<file path="config.mk">
export PLATFORM = sky130hd
export DESIGN_NAME = dff_bank_rr_arbiter
export DESIGN_NICKNAME = d
export VERILOG_FILES = /design/src/rtl/dff_bank_rr_arbiter.sv
export SDC_FILE = /design/constraint.sdc
export NUM_CORES = 1
export LEC_CHECK = 0
export ABC_CLOCK_PERIOD_IN_PS = 1800
export BUFFER_PORTS_ARGS = -buffer_cell sky130_fd_sc_hd__buf_2
export CORE_ASPECT_RATIO = 0.8
export CORE_MARGIN = 1
export CORE_UTILIZATION = 30
export CTS_CLUSTER_SIZE = 12
export DETAILED_ROUTE_END_ITERATION = 12
export GPL_TIMING_DRIVEN = 0
export HOLD_SLACK_MARGIN = 0.1
export SLEW_MARGIN = 0
export SYNTH_ARGS = -nofsm -noshare
export SYNTH_HDL_FRONTEND = slang
export SYNTH_SLANG_ARGS = --single-unit
</file>
<file path="constraint.sdc">
create_clock -name clk -period 1.8 [get_ports clk]
set_input_delay 0 -clock clk [delete_from_list [all_inputs] [get_ports clk]]
set_output_delay 0 -clock clk [all_outputs]
set_load 0.01 [all_outputs]
</file>
<file path="src/rtl/dff_bank_rr_arbiter.sv">
// Round-robin arbiter and write sequencer for one shared W-bit register.
// Optional macro HOLD_EN adds a per-requester hold input for burst writes.
module dff_bank_rr_arbiter #(
    parameter int N = 4,
    parameter int W = 8
) (
    input  logic                 clk,
    input  logic                 reset,
    input  logic [N-1:0]         req,
    input  logic [N*W-1:0]       din,
`ifdef HOLD_EN
    input  logic [N-1:0]         hold,
`endif
    output logic [N-1:0]         gnt,
    output logic [$clog2(N)-1:0] owner,
    output logic [W-1:0]         q,
    output logic                 done,
    output logic                 abort
);

    localparam int LW = $clog2(N);

    typedef enum logic {
        IDLE,
        XFER
    } state_t;

    state_t        state;
    logic [LW-1:0] ptr;
    logic [LW-1:0] win;
    logic [LW-1:0] nptr;
    logic [W-1:0]  sel_d;

    // Winner: first set request bit at or after ptr, wrapping
    always_comb begin
        win = '0;
        for (int i = N - 1; i >= 0; i--) begin
            int j;
            j = int'(ptr) + i;
            if (j >= N) begin
                j = j - N;
            end
            if (req[j]) begin
                win = LW'(j);
            end
        end
    end

    // Pointer successor of the current owner and the owner's data lane
    always_comb begin
        nptr  = (owner == LW'(N - 1)) ? '0 : owner + 1'b1;
        sel_d = din[int'(owner)*W +: W];
    end

    // Two-state sequencer with registered grant, register and pulses
    always_ff @(posedge clk or negedge reset) begin
        if (!reset) begin
            state <= IDLE;
            gnt   <= '0;
            owner <= '0;
            q     <= '0;
            done  <= 1'b0;
            abort <= 1'b0;
            ptr   <= '0;
        end else begin
            done  <= 1'b0;
            abort <= 1'b0;
            case (state)
                IDLE: begin
                    if (|req) begin
                        gnt   <= N'(1) << win;
                        owner <= win;
                        state <= XFER;
                    end
                end
                XFER: begin
                    if (req[owner]) begin
                        q    <= sel_d;
                        done <= 1'b1;
`ifdef HOLD_EN
                        if (!hold[owner]) begin
                            gnt   <= '0;
                            ptr   <= nptr;
                            state <= IDLE;
                        end
`else
                        gnt   <= '0;
                        ptr   <= nptr;
                        state <= IDLE;
`endif
                    end else begin
                        abort <= 1'b1;
                        gnt   <= '0;
                        ptr   <= nptr;
                        state <= IDLE;
                    end
                end
                default: begin
                    gnt   <= '0;
                    state <= IDLE;
                end
            endcase
        end
    end

endmodule
</file>
==> run metrics, run 1 <==
die height 55.16 um; crit path max fanout 9; PortBufs 53; Detailed Place HPWL 1.804 mm; Synth cell types 27; setup TNS 0 ps; Register-to-Register Path Depth 3; CTS Buf Count 3; placed insts 166; Core Area 3221 um2; initial detailed-routing violation count 24; GR Util All Layers 0.1463; grt ovf 0; First-pass DRT Iterations 4; largest net degree at the start of global routing 20; endpoints failing setup 0; Yosys reg bits 19; H-tree lvl count 1; Residual DRC 0; Fmax 613.3 MHz; Mapped Nets 112; initial antenna violation count 0; leakage power 0.7103 nW; Max-cap violations 0; initial core utilization 0.3291; RSZ-0062 raised after global routing no; Antenna Nets Post-Route 0; Finished Layout Cells 171; dpl cell area 1375 um2; post-route worst setup slack 169.5 ps; Hold Path End q[4]; mapped cell area 1060 um2; combinational share of power 0.532; layout cells sized above 1 0.6336; CP Capture Type flip-flop; Max Slew Vio Count 0; Final GP Congestion 0.7527; Seq/Total Area, Yosys 0.4486; switching power 750.1 uW; EDFF count, synth 0; root buf cell clkbuf_8; R2R Setup Slk 170 ps; die width 68.45 um; syn avg cell area 14.52 um2; Pwr Total 2.149 mW; vias 849; status finished, final reports clean; Synth async-reset ratio 1.000; CTS tree done; Final Hold Fails 0; vias in the first global route 829; Peak VDD IR 602.6 uV; # diodes 0; Seq pwr share 0.328; Fill cells 327; WL per Instance 13.78 um; Area Overhead vs Synth 35.06%; Post-Synthesis Cells 73; internal power 1.399 mW; num rows 18; worst path required time 1940 ps; Skew-Pair Late Insertion Delay 250 ps; Worst Hold Depth 3; critical path class reg2reg; Clock Power Share 0.140; Num Clock Sinks 19; total die area 3776 um2; first-pass GRT wire length 3.795 mm; Clock Skew 1.829 ps; Place WS 157.9 ps; Worst slew margin 0.7238; startpoint types flip-flop; clk slew on worst S/H paths 70 ps; Tcrit/Tclk final 0.9058; nets 171; hold crit path type in2reg; vias per cell 4.965; Worst EP arrival 1780 ps; Tmin final 1630 ps; Sw Ratio 0.3491; routed wire length 2.357 mm; worst hold slack 182.5 ps; Syn. warnings 0; fin util 0.4444; Power Dens Cells 1501 nW/um2; hold wc startpoint din[20]; Synth Flop Type dfrtp_1; I/O Pins 54; worst slew pin tran 414.2 ps; r2r startpoint owner[0]; CTS resizes 0; final instance area 1431 um2; Reg-to-Reg End q[1]; CTS Buffer Depth 2
state kept, by name (all words and copies together), names as in the netlist:
| name | count |
|---|---|
| abort | 1 |
| done | 1 |
| gnt | 4 |
| owner | 2 |
| ptr | 2 |
| q | 8 |
| state | 1 |
what timing repair did:
| action | 4_1_cts | 5_1_grt |
|---|---|---|
| hold buffers | 1 | 0 |
| buffers inserted | 0 | 0 |
| hold endpoints to repair | 19 | 0 |
cell families (layout without fill, tap and decap cells):
group,after synthesis,count (layout),share of synthesized area
AO/OA/AOI/OAI,13,13,0.08501
multiplexers,20,20,0.3353
adder cells (fa/ha/maj),1,1,0.01180
buffers and inverters,6,64,0.03187
flip-flops,19,19,0.4486
AND/OR/NAND/NOR,14,14,0.08737
per-layer routing:
metal,vias to the layer above,share of wire,track usage
met3,2,0.078,0.04713
li1,403,-,-
met4,0,0.0089,0.07639
met1,410,0.41,0.1699
met5,-,0,0
met2,34,0.50,0.2435
Yosys cell counts (2+ instances only):
cell,n,area share
nor2_1,3,0.011
a32o_1,2,0.019
mux4_2,9,0.19
a21oi_1,3,0.014
dfrtp_1,19,0.45
buf_2,3,0.014
o21ai_0,2,0.0094
nand2_1,5,0.018
nor2b_1,2,0.012
mux2_4,8,0.11
worst max-delay path: stages (launching register included):
cell and delay (ps):
dfrtp_1 440, mux4_2 600, nand2_8 160, mux2_4 310
power by group through the flow:
stage	Clock (mW)	Sequential, mW	Combinational [mW]
2_1_floorplan	0	0.784	0.755
3_3_place_gp	0	0.721	1.13
3_5_place_dp	0	0.714	1.16
4_1_cts	0.302	0.710	1.16
5_1_grt	0.325	0.730	1.25
6_report	0.300	0.705	1.14
layout make-up:
type / instances / area [um2] / share of cell area
multi-input combinational: 48 / 550.5 / 0.3846
sequential: 19 / 475.5 / 0.3322
timing repair buffer: 54 / 275.3 / 0.1923
tap: 40 / 50.05 / 0.03497
clock buffer: 3 / 41.29 / 0.02885
buffer: 4 / 26.28 / 0.01836
inverter: 2 / 7.507 / 0.005245
clock inverter: 1 / 5.005 / 0.003497
cell usage in the layout (no fill, tap or decap), types with 2 or more instances in the layout:
cell      Yosys  layout
mux2_4        8       8
nand2_1       5       5
dfrtp_1      19      19
a21oi_1       3       3
clkbuf_8      0       3
buf_2         3      56
o21ai_0       2       2
nor2b_1       2       2
nor2_1        3       3
mux4_2        9       9
a32o_1        2       2
worst max path at each step:
stage / start / to / slack, ps / cells after the start
global placement: owner[0] / q[1] / 180 / 3
detailed placement: owner[0] / q[7] / 160 / 3
CTS: owner[1] / q[1] / 140 / 4
finish: owner[0] / q[1] / 170 / 3
floorplan: owner[0] / q[0] / 200 / 3
global route: owner[1] / q[1] / 100 / 4
Power figures use the tool's default switching activity.
==> run 2: changes to the inputs <==
Settings changed: REMOVE_ABC_BUFFERS set to 1.
==> run 2 against run 1 <==
Compared with the run above: worst setup slack worse by 81 ps; register-to-register slack worse by 80 ps; sequential power up 13%; core utilization unchanged; non-clock buffer count down 1; critical path depth unchanged; combinational power down 7%; routed wire length down 7.1%; cell count down 0.58%; global-route usage down 2.6 points; clock-buffer cell count unchanged; sequential share of layout area up 0.26 points; critical endpoint is now q[7]; largest power group unchanged.
==> run metrics, run 2 (synthesized netlist as in run 1, its figures left out) <==
status finished, final reports clean; Final Hold Fails 0; root buf cell clkbuf_8; Core Area 3221 um2; endpoints failing setup 0; critical path class reg2reg; layout cells sized above 1 0.6385; CTS tree done; hold crit path type in2reg; initial antenna violation count 0; first-pass GRT wire length 3.229 mm; Seq. cell area 479.2 um2; Fmax 584.4 MHz; Area Overhead vs Synth 35.06%; multi-input logic area 550.5 um2; Biggest register q; num rows 18; final instance area 1431 um2; grt ovf 0; Skew-Pair Late Insertion Delay 250 ps; worst path required time 1940 ps; Register-to-Register Path Depth 3; RSZ-0062 raised after global routing no; crit path max fanout 12; routed wire length 2.190 mm; Power Dens Cells 1499 nW/um2; Final GP Congestion 0.7851; GR Util All Layers 0.1208; H-tree lvl count 1; Antenna Nets Post-Route 0; commonest non-fill, non-tap cell in the layout buf_2; fin util 0.4444; Top Registers q (8), gnt (4); CTS Buffer Depth 2; Detailed Place HPWL 1.660 mm; vias in the first global route 752; PortBufs 53; # diodes 0; initial core utilization 0.3291; dpl cell area 1349 um2; Clock Skew 0.6550 ps; Residual DRC 0; vias per cell 4.912; vias 835; Tcrit/Tclk final 0.9507; nets 170; Fill cells 302; I/O Pins 54; die width 68.45 um; Worst slew margin 0.6666; Peak VDD IR 552.0 uV; max reg flops 8; Finished Layout Cells 170; Max-cap violations 0; CTS Buf Count 3; CP Capture Type flip-flop; Num Clock Sinks 19; Max Slew Vio Count 0; WL per Instance 12.88 um; placed insts 162; die height 55.16 um; clk slew on worst S/H paths 70 ps; worst slew pin tran 500.2 ps; Worst Hold Depth 3; Pwr Total 2.146 mW; initial detailed-routing violation count 34; most frequent cells in the layout buf_2, dfrtp_1, mux4_2, mux2_4, nand2_1; Worst EP arrival 1850 ps; leakage power 0.7055 nW; First-pass DRT Iterations 4; startpoint types flip-flop; largest net degree at the start of global routing 20; Tmin final 1711 ps; total die area 3776 um2
[run 2: layout make-up]
cell class,count,share of cell area
Sequential cell,19,0.3348
Clock buffer,3,0.02885
Tap cell,40,0.03497
Inverter,2,0.005245
Timing Repair Buffer,57,0.2080
Multi-Input combinational cell,48,0.3846
Clock inverter,1,0.003497
[run 2: final timing paths]
| path | slack (ps) | startpoint | to |
|---|---|---|---|
| worst min-delay path | 170 | req[3] | gnt[0] |
| worst max register to register | 90 | owner[1] | q[7] |
| min in group asynchronous | 230 | reset | done |
| worst min register to register | 480 | gnt[2] | gnt[2] |
| max in group asynchronous | 1240 | reset | owner[0] |
| worst max-delay path | 90 | owner[1] | q[7] |
[run 2: per-stage QoR]
step / TNS [ps] / worst slack (ps) / hold WS [ps]
floorplan: -960.9 / -120.1 / -295.6
global placement: -1814 / -228.6 / -35.84
detailed placement: -2067 / -271.3 / -33.96
CTS: 0 / 15.41 / 160.3
global route: 0 / 42.81 / 174.9
finish: 0 / 88.70 / 168.3
[run 2: worst max-delay path: stages (launching register included)]
cell and delay [ps]:
dfrtp_1 660, mux4_2 460, nand2_8 160, mux2_4 320
[run 2: per-layer routing]
layer | global-route usage | vias up | wire length [um]
li1 | - | 398 | -
met4 | 0.02083 | 0 | 0
met5 | 0 | - | 0
met2 | 0.2255 | 35 | 992
met1 | 0.1339 | 402 | 1011
met3 | 0.04303 | 0 | 186
[run 2: timing repair]
action / CTS / global route
endpoints found under the hold margin: 19 / 0
resized for setup: 2 / 0
setup endpoints to repair: 8 / 8
pin swaps: 0 / 0
buffers inserted: 0 / 3
hold buffers: 1 / 0
[run 2: power breakdown]
group	leakage (nW)	switching (mW)	internal [mW]
clock	0.0255	0.139	0.154
combinational	0.447	0.422	0.636
sequential	0.233	0.179	0.617
==> run 3: changes to the inputs <==
--- a/config.mk
+++ b/config.mk
@@ -10,9 +10,10 @@
 export CORE_ASPECT_RATIO = 0.8
 export CORE_MARGIN = 1
-export CORE_UTILIZATION = 30
+export CORE_UTILIZATION = 44
 export CTS_CLUSTER_SIZE = 12
 export DETAILED_ROUTE_END_ITERATION = 12
 export GPL_TIMING_DRIVEN = 0
 export HOLD_SLACK_MARGIN = 0.1
+export PLACE_DENSITY = 0.78
 export REMOVE_ABC_BUFFERS = 1
 export SLEW_MARGIN = 0
==> constraint.sdc (replaced) <==
create_clock -name clk -period 1.8 [get_ports clk]
set_input_delay 0.27 -clock clk [delete_from_list [all_inputs] [get_ports clk]]
set_output_delay 0.27 -clock clk [all_outputs]
set_load 0.01 [all_outputs]
==> run 3 against run 2 <==
Compared with the run above: fmax up 1.6%; largest cell class unchanged; the run now ends with DRC left; total power down 4.1%; non-clock buffer count unchanged; highest routed layer is now met4; clock skew up 0.66 ps; core utilization up 18 points; combinational power about the same; sequential share of layout area up 0.90 points; via count down 0.72%; sequential power down 0.5%.
==> run metrics, run 3 (synthesized netlist as in run 1, its figures left out) <==
status finished with violations; violated checks DRC; initial core utilization 0.4785; vias 829; most frequent cells in the layout buf_2, dfrtp_1, mux4_2, mux2_4, nand2_1; leakage power 0.6977 nW; Register-to-Register Path Depth 3; dpl cell area 1330 um2; Detailed Place HPWL 1.570 mm; WL per Instance 13.74 um; clk slew on worst S/H paths 110 ps; RSZ-0062 raised after global routing no; Tmin final 1684 ps; largest net degree at the start of global routing 20; final instance area 1394 um2; routed wire length 2.130 mm; hold crit path type in2reg; vias in the first global route 750; CTS Buf Count 3; Peak VDD IR 530.7 uV; Pwr Total 2.059 mW; PortBufs 53; post-route worst setup slack 116.0 ps; # diodes 0; Clock Skew 1.315 ps; Final GP Congestion 0.8700; worst path required time 1990 ps; I/O Pins 54; Worst slew margin 0.6844; Num Clock Sinks 19; GR Util All Layers 0.1765; startpoint types flip-flop; die width 56.87 um; crit path max fanout 12; Worst EP arrival 1880 ps; CTS Buffer Depth 2; Max-cap violations 0; grt ovf 0; Fill cells 180; Biggest register q; endpoints failing setup 0; Core Area 2215 um2; Worst Hold Depth 3; max reg flops 8; initial detailed-routing violation count 42; total die area 2610 um2; Area Overhead vs Synth 31.52%; Antenna Nets Post-Route 0; H-tree lvl count 1; First-pass DRT Iterations 8; Residual DRC 14; die height 45.90 um; critical path class reg2reg; Final Hold Fails 0; CTS tree done; Skew-Pair Late Insertion Delay 300 ps; Power Dens Cells 1477 nW/um2; Max Slew Vio Count 0; Top Registers q (8), gnt (4); Place WS -246.4 ps; initial antenna violation count 0; root buf cell clkbuf_4; num rows 15; first-pass GRT wire length 3.325 mm; worst slew pin tran 473.4 ps; commonest non-fill, non-tap cell in the layout buf_2; layout cells sized above 1 0.6385; CP Capture Type flip-flop; nets 170; Fmax 593.8 MHz; vias per cell 5.348; Tcrit/Tclk final 0.9356
-- run 3: repair_timing --
| action | 4_1_cts | 5_1_grt |
|---|---|---|
| hold endpoints to repair | 19 | 0 |
| gates resized for setup | 2 | 0 |
| pin swaps | 0 | 0 |
| gates cloned | 0 | 0 |
| hold buffers | 1 | 0 |
| buffers inserted | 0 | 3 |
| setup endpoints to repair | 8 | 8 |
-- run 3: power breakdown --
group	internal, mW	leakage (nW)	switching [mW]
Clock	0.0829	0.0177	0.132
Sequential	0.615	0.233	0.177
Combinational	0.635	0.447	0.417
Total	1.33	0.698	0.726
-- run 3: final cells by class --
class / count / area (um2) / share of cell area
Clock buffer: 3 / 22.52 / 0.01616
Multi-Input combinational cell: 48 / 550.5 / 0.3950
Sequential cell: 19 / 479.2 / 0.3438
Timing Repair Buffer: 57 / 297.8 / 0.2136
Tap cell: 25 / 31.28 / 0.02244
Clock inverter: 1 / 5.005 / 0.003591
Inverter: 2 / 7.507 / 0.005386
-- run 3: per-layer routing --
metal | vias up | global-route usage | share of wire
li1 | 393 | - | -
met1 | 391 | 0.2212 | 0.45
met2 | 43 | 0.3000 | 0.45
met3 | 2 | 0.05682 | 0.095
met4 | 0 | 0.05366 | 0.0056
met5 | - | 0 | 0
-- run 3: stage by stage --
stage,std cells,hold slack [ps],util,setup TNS [ps]
finish,155,388.1,0.6294,0
global route,155,394.9,0.6294,0
CTS,152,370.7,0.6192,0
detailed placement,147,229.4,0.6006,-1944
global placement,147,225.3,0.6006,-1802
floorplan,69,-25.59,-,-960.9
-- run 3: worst paths after layout --
path | start | slack (ps) | to
min in group asynchronous | reset | 450 | done
hold / removal | req[3] | 390 | owner[1]
setup / recovery | owner[1] | 120 | q[5]
setup reg to reg | owner[1] | 120 | q[5]
max in group asynchronous | reset | 1020 | owner[0]
hold reg to reg | gnt[0] | 500 | gnt[0]
-- run 3: worst max-delay path, cell delays in order, from the launching register on --
cell and delay, ps:
dfrtp_1 650, mux4_2 450, nand2_8 160, mux2_4 310
